`config.mk`:
```
export PLATFORM = sky130hd
export DESIGN_NAME = alu_sequencer
export DESIGN_NICKNAME = d
export VERILOG_FILES = /design/src/rtl/alu_sequencer.sv
export SDC_FILE = /design/constraint.sdc
export NUM_CORES = 1
export LEC_CHECK = 0
export BUFFER_PORTS_ARGS = -buffer_cell sky130_fd_sc_hd__buf_2
export CAP_MARGIN = 0
export CORE_UTILIZATION = 45
export CTS_CLUSTER_SIZE = 12
export DETAILED_ROUTE_END_ITERATION = 12
export GPL_TIMING_DRIVEN = 0
export PLACE_DENSITY = 0.78
export SKIP_CTS_REPAIR_TIMING = 1
export SYNTH_ARGS = -nofsm -noshare
export SYNTH_HDL_FRONTEND = slang
export SYNTH_SLANG_ARGS = --single-unit
```
`constraint.sdc`:
```
create_clock -name clk -period 4.8 [get_ports clk]
set_input_delay 0.72 -clock clk [delete_from_list [all_inputs] [get_ports clk]]
set_output_delay 0.72 -clock clk [all_outputs]
set_load 0.03 [all_outputs]
```
`src/rtl/alu_sequencer.sv`:
```
// Purpose: host-side initiator that queues ALU commands and runs the BEGIN/END handshake.
// Latency: from a command accepted into an empty FIFO, BEGIN is high 1 cycle later and the result is valid on the END edge.
// Backpressure: cmd_ready drops while the FIFO is full; a result is held in DONE until res_ready is high.
//
// Ports:
//   clk, resetn                      clock and asynchronous active-low reset
//   cmd_valid/cmd_ready/cmd_x/y/op   command input (valid/ready)
//   alu_x/alu_y/alu_op/alu_begin     operation issued to the ALU
//   alu_out/alu_end                  ALU result and completion strobe
//   res_valid/res_ready/res_data/res_op/res_timeout   result output (valid/ready)
//   busy                             work in flight or queued
//   proto_err                        sticky: END seen while no operation was being waited on
module alu_sequencer #(
  parameter int DEPTH   = 4,
  parameter int TIMEOUT = 64
) (
  input  logic        clk,
  input  logic        resetn,
  input  logic        cmd_valid,
  output logic        cmd_ready,
  input  logic [7:0]  cmd_x,
  input  logic [7:0]  cmd_y,
  input  logic [2:0]  cmd_op,
  output logic [7:0]  alu_x,
  output logic [7:0]  alu_y,
  output logic [2:0]  alu_op,
  output logic        alu_begin,
  input  logic [15:0] alu_out,
  input  logic        alu_end,
  output logic        res_valid,
  input  logic        res_ready,
  output logic [15:0] res_data,
  output logic [2:0]  res_op,
  output logic        res_timeout,
  output logic        busy,
  output logic        proto_err
);

  localparam int AW = $clog2(DEPTH);
  localparam int CW = $clog2(TIMEOUT);
  localparam logic [AW:0]   FULL_CNT = (AW+1)'(DEPTH);
  localparam logic [CW-1:0] LAST_CNT = CW'(TIMEOUT - 1);

  localparam logic [1:0] S_IDLE  = 2'd0;
  localparam logic [1:0] S_ISSUE = 2'd1;
  localparam logic [1:0] S_WAIT  = 2'd2;
  localparam logic [1:0] S_DONE  = 2'd3;

  typedef struct packed {
    logic [2:0] op;
    logic [7:0] x;
    logic [7:0] y;
  } cmd_t;

  cmd_t          mem [DEPTH];
  logic [AW-1:0] wptr;
  logic [AW-1:0] rptr;
  logic [AW:0]   count;
  logic          full;
  logic          empty;
  logic          push;
  logic          pop;
  cmd_t          head;

  logic [1:0]    state;
  logic [CW-1:0] cnt;

  // Ready depends only on the registered count, so a pop on the same edge
  // never lets an extra command slip into a full FIFO.
  assign full      = (count == FULL_CNT);
  assign empty     = (count == '0);
  assign cmd_ready = !full;
  assign push      = cmd_valid && !full;
  assign pop       = (state == S_IDLE) && !empty;
  assign head      = mem[rptr];

  assign alu_begin = (state == S_ISSUE);
  assign busy      = (state != S_IDLE) || !empty;

  // Storage needs no reset: only entries between the pointers are ever read.
  always_ff @(posedge clk) begin
    if (push) mem[wptr] <= {cmd_op, cmd_x, cmd_y};
  end

  always_ff @(posedge clk or negedge resetn) begin
    if (!resetn) begin
      wptr  <= '0;
      rptr  <= '0;
      count <= '0;
    end else begin
      if (push) wptr <= wptr + 1'b1;
      if (pop)  rptr <= rptr + 1'b1;
      case ({push, pop})
        2'b10:   count <= count + 1'b1;
        2'b01:   count <= count - 1'b1;
        default: count <= count;
      endcase
    end
  end

  always_ff @(posedge clk or negedge resetn) begin
    if (!resetn) begin
      state       <= S_IDLE;
      cnt         <= '0;
      alu_x       <= '0;
      alu_y       <= '0;
      alu_op      <= '0;
      res_valid   <= 1'b0;
      res_data    <= '0;
      res_op      <= '0;
      res_timeout <= 1'b0;
      proto_err   <= 1'b0;
    end else begin
      // Any END outside WAIT belongs to no live operation (typically a late
      // answer to a timed-out one); flag it and otherwise ignore it.
      if (alu_end && (state != S_WAIT)) proto_err <= 1'b1;

      case (state)
        S_IDLE: begin
          if (!empty) begin
            alu_op <= head.op;
            alu_x  <= head.x;
            alu_y  <= head.y;
            state  <= S_ISSUE;
          end
        end
        S_ISSUE: begin
          cnt   <= '0;
          state <= S_WAIT;
        end
        S_WAIT: begin
          cnt <= cnt + 1'b1;
          // END has priority over an expiring timeout on the same edge.
          if (alu_end) begin
            res_data    <= alu_out;
            res_op      <= alu_op;
            res_timeout <= 1'b0;
            res_valid   <= 1'b1;
            state       <= S_DONE;
          end else if (cnt == LAST_CNT) begin
            res_data    <= '0;
            res_op      <= alu_op;
            res_timeout <= 1'b1;
            res_valid   <= 1'b1;
            state       <= S_DONE;
          end
        end
        default: begin
          if (res_ready) begin
            res_valid <= 1'b0;
            state     <= S_IDLE;
          end
        end
      endcase
    end
  end

endmodule
```
== After elaboration in Yosys (flattened, before gate mapping) ==
Memory sizes are Yosys's and may differ from the RTL's. A register that Yosys moved wholly into a read port is not among the register bits.
Cells that the tools add are included.
Word-level totals
  flip-flop bits (word level): 37
  bits in latches: 0
  bits in writable memories: 76
  bits in read-only memories: 0
  input port bits: 40
  output and inout port bits: 44
  word-level logic and storage cells: 65
  memories: 1
Cells by class
  add/sub/neg operators: 5
  multiply operators: 0
  div/mod/pow operators: 0
  $lt $le $gt $ge: 0
  eq/ne operators: 9
  shift-type cells: 0
  mux-type cells: 18
  bitwise logic cells: 2
  reductions and logical operators: 20
Memory list
  mem: words 4, bits a word 19, read ports 1, clocked after Yosys merged registers in 1, write ports 1, RTL line 55  | cmd_t mem [DEPTH];
Operators with widths (count)
  16-bit 2-to-1 mux: 2
  6-bit one-hot mux with 2 select lines: 1
  2-bit nonzero test: 5
  2-bit 2-to-1 mux: 4
  6-bit by 1-bit adder with 6-bit output (second input constant): 1
  6-bit == test (second input constant): 1
  1-bit 2-to-1 mux: 6
  3-bit 2-to-1 mux: 2
  2-bit one-hot mux with 3 select lines: 1
  3-bit one-hot mux with 2 select lines: 1
  3-bit AND reduction: 2
  2-bit by 1-bit adder with 2-bit output (second input constant): 2
  2-bit by 1-bit == test with 1-bit output (second input constant): 2
  2-bit == test (second input constant): 2
  2-bit inequality test (second input constant): 2
  2-bit AND reduction: 2
  4-bit nonzero test: 1
  3-bit by 1-bit adder with 3-bit output (second input constant): 1
  3-bit == test (second input constant): 1
  1-bit logical AND: 3
  1-bit zero test: 3
  3-bit zero test: 1
  3-bit inequality test (second input constant): 1
  3-bit by 1-bit subtractor with 3-bit output (second input constant): 1
  other kinds (5): 6

== Depth between registers and ports, before layout ==
  depth in word-level cells: 5
  gate-level depth with buffers: 11
  depth with buffers taken out: 10

== Worst setup path after synthesis ==
No wires, ideal clock.
  path kind: flip-flop to flip-flop
  start: register count[0]
  end: register count[2]
  library setup time: 0.079 ns
  arrival: 2.162 ns
  data required time: 4.721 ns
  setup slack: 2.558 ns
  cell stages (with the launch flop): 11
  buffers on the path: 0
  period minus slack after synthesis: 2.242 ns
  path through: dfrtp_1 inv_1 nand3_1 and2_1 inv_1 ha_1 inv_1 fa_1 xor2_1 nor2_1 xor2_1
Between the ends
  cells in the longest elaborated chain, start to end: 5
  elaborated cells on any way between the ends: 12
  those cells by class: add/sub: 2; eq/ne: 3; mux: 1; reduce/logical: 6
RTL lines
  start: declaration: RTL line 58  | logic [AW:0] count;
  start signal: assignment: RTL line 94  | 2'b10: count <= count + 1'b1;
  start signal: assignment: RTL line 95  | 2'b01: count <= count - 1'b1;
  start signal: assignment: RTL line 96  | default: count <= count;
  3-bit == test *: RTL line 70  | assign full = (count == FULL_CNT);
  1-bit zero test *
  net cmd_ready: RTL line 20  | output logic cmd_ready,
  1-bit logical AND *: RTL line 73  | assign push = cmd_valid && !full;
  2-bit by 1-bit == test with 1-bit output / 2-bit == test (equally long branches): RTL line 93  | case ({push, pop})
  3-bit one-hot mux with 2 select lines / 2-bit nonzero test (equally long branches)
Mark *: on every way through the listed nets, which the timed path passes. The rest lies on a longest branch.
A chain may end at the register's enable or synchronous reset.

== Final worst setup path ==
  start: register state[0]
  end: register count[2]
Between the ends
  cells in the longest elaborated chain, start to end: 4
  elaborated cells on any way between the ends: 6
  those cells by class: eq/ne: 2; mux: 1; reduce/logical: 3
RTL lines
  start: declaration: RTL line 65  | logic [1:0] state;
  start signal: assignment: RTL line 103  | state <= S_IDLE;
  start signal: assignment: RTL line 124  | state <= S_ISSUE;
  start signal: assignment: RTL line 129  | state <= S_WAIT;
  2-bit zero test *: RTL line 74  | assign pop = (state == S_IDLE) && !empty;
  1-bit logical AND *: RTL line 74
  net pop: RTL line 62  | logic pop;
  2-bit by 1-bit == test with 1-bit output / 2-bit == test (equally long branches): RTL line 93
  3-bit one-hot mux with 2 select lines / 2-bit nonzero test (equally long branches)
Marks and branches as above.

==> results <==
- The run finished with clean final reports.
- The library cells used most frequently in the layout, excluding fill and tap cells, are 87 x buf_2, 76 x edfxtp_1, 56 x dfrtp_1.
- The total length of routed wires is between 9 and 10 mm.
- The total clock sinks is 132.
- After detailed routing, the number of vias per cell comes to a little over 5.
- The first detailed-routing pass took 4 iterations.
- The number of vias in the routed layout is 2970.
- For this run the aggregate overflow at the end of global routing stands at 0.
- For the worst setup path, the data required time is slightly above 5 ns.
- Global routing used between 15 and 20% of the available tracks.
- The mapped netlist covers approximately 5300 um2.
- After synthesis the netlist holds a flip-flop and latch count of about 130.
- Between clock sinks in the finished design, the worst skew comes to slightly above 0.007 ns.
- The fill cell instance count of the final layout is a little over 900.
- The worst min-delay path class is input port to async pin.
- After floorplanning, the core was divided into 39 placement rows.
- The pin count of the biggest net entering global routing is 57.
- The slowest cell on the critical path is dfrtp_1.
- Power spread over the standard cell area amounts to 719.6 nW/um2.
- The floorplan step set the die width to roughly 110 um.
- The largest single stage delay on the critical path is 0.38 ns.
- Data arrives at the worst endpoint at ~2.7 ns.
- Buffers inserted during clock tree synthesis total 17.
- The portion of the clock cycle consumed by the worst path in the final layout is approximately half.
- For the pin with the worst max-slew slack, the measured transition is 1.108 ns.
- The layout cell share with drive strength beyond 1 is about two fifths.
- After detailed routing, the number of remaining DRC violations is 0.
- The highest net fanout along the worst path is 10.
- The critical path is of the register to register type.
- Among the stages of the critical path, the cell type that occurs most often is inv_1.
- The total half-perimeter wirelength after legalization and detailed placement is slightly above 6 mm.
- The analysis attributes to cell leakage a power of about 2.7 nW.
- The library cell used most frequently in the layout, excluding fill and tap cells, is buf_2.
- The average footprint of a synthesized cell is 16.72 um2.
- The nature of the critical path startpoint is a register.
- The post-detailed-route wirelength per cell is roughly 17 um.
- The number of antenna violations at the first check in global routing came to 0.
- Subtracting the final worst setup slack from the clock period gives between 2 and 2.5 ns.
- Setup violations remaining at the end of the flow were counted as 0.
- The number of hold-slack violations in the final timing report is 0.
- The number of nets in the synthesized netlist is between 300 and 400.
- The number of instances in the synthesized netlist is 315.
- The floorplan step defined a core boundary enclosing 11420 um2.
- The worst setup path is captured at a register.
- After the last flow step, the layout net total stands at around 470.
- The buffer type at the clock tree root is clkbuf_16.
- TritonCTS built the clock tree.
- The sequential-to-total area share from yosys stat is 69.93%.
- The fraction of registers with async set/reset is 42.42%.
- The via count of the first global-routing pass is 2979.
- The vertical extent of the die is 110.2 um.
- The clock-pin slew on the worst setup and hold paths is approximately 0.06 ns.
- The first global-routing pass estimated approximately 15 mm of wire.
- The number of nets still failing antenna checks after routing is 0.
- The primary flip-flop cell chosen by synthesis mapping is edfxtp_1.
- The largest voltage drop on the vdd net is roughly 0.00042 V.
- The synthesized design contains between 70 and 80 enable-type register cells.
- 0 antenna diodes ended up in the layout.
- In this run, the number of DRC markers left after iteration 0 of detailed routing was around 130.
- Once layout is complete, the cells apart from fillers number between 500 and 600.
- The cell count after placement is around 540.
- The synthesis warning total is 0.
- The number of H-tree levels is 4.
- Once placement finished, the instance area stood at slightly below 6000 um2.
- The count of cell types in the netlist is 38.
- The die covers around 12000 um2.
- Relative to the synthesized area, the layout overhead comes to 21.62%.
- The later pin in the worst-skew pair is clocked with a latency of a little over 0.4 ns.
- The starting density of the core is 46.13%.
- The final RePlAce weighted congestion is approximately 0.75.
- Once layout is done, the placed cells without fillers occupy between 6000 and 7000 um2.
- During placement, the flow inserted port buffers numbering just over 80.
- 84 I/O pins were placed.
- For the final routed database, the setup TNS stands at 0 ns.
- The signal on the critical path passes through inv_1 -> ha_1 -> nand2b_1 -> inv_1 -> buf_4 -> ha_1 -> inv_1 -> fa_1 -> xor2_1 -> nor2_1 -> xor2_1.
- For this run, the top clock speed supported by timing is between 400 and 500 MHz.
- Setup repair after global routing left no endpoint under its margin.
- The share of the core filled with cells in the final layout is roughly 56%.
- Max-cap violations in this run came to 0.
- The headroom to the max-slew limit is 26.11%.
- The final count of pins violating max slew is 0.
- The number of buffers on the longest clock path is 2.
-- worst paths after layout --
check,from,to,slack (ns),depth (start not counted)
worst max-delay path,state[0]$_DFFE_PN0P_,count[2]$_DFFE_PN0P_,2.39,11
worst min-delay path,resetn,proto_err$_DFFE_PN0P_,0.38,1
worst max register to register,state[0]$_DFFE_PN0P_,count[2]$_DFFE_PN0P_,2.39,11
worst min register to register,proto_err$_DFFE_PN0P_,proto_err$_DFFE_PN0P_,0.48,1
max in group asynchronous,resetn,alu_op[2]$_DFFE_PN0P_,3.93,1
min in group clk,proto_err$_DFFE_PN0P_,proto_err$_DFFE_PN0P_,0.48,1
-- critical path: cells and delay by family (launching register included) --
kind,cells,cell delay [ns]
buf+inv,4,0.53
flops,1,0.38
simple gates,2,0.25
xor+xnor,2,0.31
fa+ha+maj,3,0.85
-- registers in the layout, indices dropped and copies added (netlist names), 3 cells and up --
register,flops
mem,76
alu_x,8
res_op,3
cnt,6
res_data,16
count,3
alu_op,3
alu_y,8
-- routing by layer --
| metal | GRT usage, % | part of all wire [%] | up-vias | wire, um |
|---|---|---|---|---|
| li1 | - | - | 1371 | - |
| met1 | 21.32 | 45 | 1496 | 4346 |
| met2 | 28.88 | 49 | 90 | 4809 |
| met3 | 6.584 | 4.9 | 13 | 482 |
| met4 | 7.143 | 1.3 | 0 | 124 |
| met5 | 0 | 0 | - | 0 |
-- cell usage after synthesis, types with 2 or more instances --
cell	number	area, um2
mux2_1	2	22.52
clkbuf_1	3	11.26
mux2_4	18	270.3
and3_1	5	31.28
nor2_1	4	15.01
xor2_1	3	26.28
dfrtp_1	56	1401
nand2b_1	2	12.51
a22o_1	2	17.52
ha_1	9	112.6
mux2i_1	2	20.02
buf_2	5	25.02
xnor2_1	4	35.03
edfxtp_1	76	2282
buf_4	2	15.01
a21oi_1	4	20.02
mux4_2	18	405.4
mux2_2	3	33.78
buf_6	2	22.52
nand3_1	20	100.1
o21ai_0	6	30.03
nand4_1	2	12.51
and2_1	2	12.51
inv_1	15	56.30
nand2_1	37	138.9
-- cell type report --
type                            count  area (um2)  share of cell area [%]
Timing Repair Buffer               83       417.9                   6.523
Multi-Input combinational cell    156        1454                   22.70
Tap cell                          143       178.9                   2.793
Buffer                             12       73.82                   1.152
Inverter                           15       56.30                  0.8789
Clock inverter                     15       116.4                   1.816
Clock buffer                       17       425.4                   6.641
Sequential cell                   132        3684                   57.50
-- logic make-up (layout without fill, tap and decap cells) --
group / count (synthesis) / count (layout) / share of synthesized area, %
AOI/OAI and AO/OA: 19 / 19 / 2.352
xor gates and xnor gates: 7 / 7 / 1.164
adders and majority gates: 10 / 10 / 2.518
buffers and inverters: 27 / 142 / 2.470
DFF: 132 / 132 / 69.93
muxes: 44 / 44 / 14.77
and+or+nand+nor: 76 / 76 / 6.793
-- stage by stage --
stage	setup slack [ns]	total power, mW	hold WS, ns
2_1_floorplan	2.558	3.002	0.4244
3_3_place_gp	2.485	3.395	0.4405
3_5_place_dp	2.390	3.463	0.4721
4_1_cts	2.371	4.659	0.4823
5_1_grt	2.194	4.867	0.4279
6_report	2.389	4.610	0.3761
-- where the power goes --
part | internal, mW | switching [mW] | leakage [nW]
clock network | 0.669 | 0.505 | 0.254
registers | 1.57 | 0.161 | 1.38
logic | 0.706 | 0.997 | 1.08
Note: power is estimated with default switching activity, not from simulation.
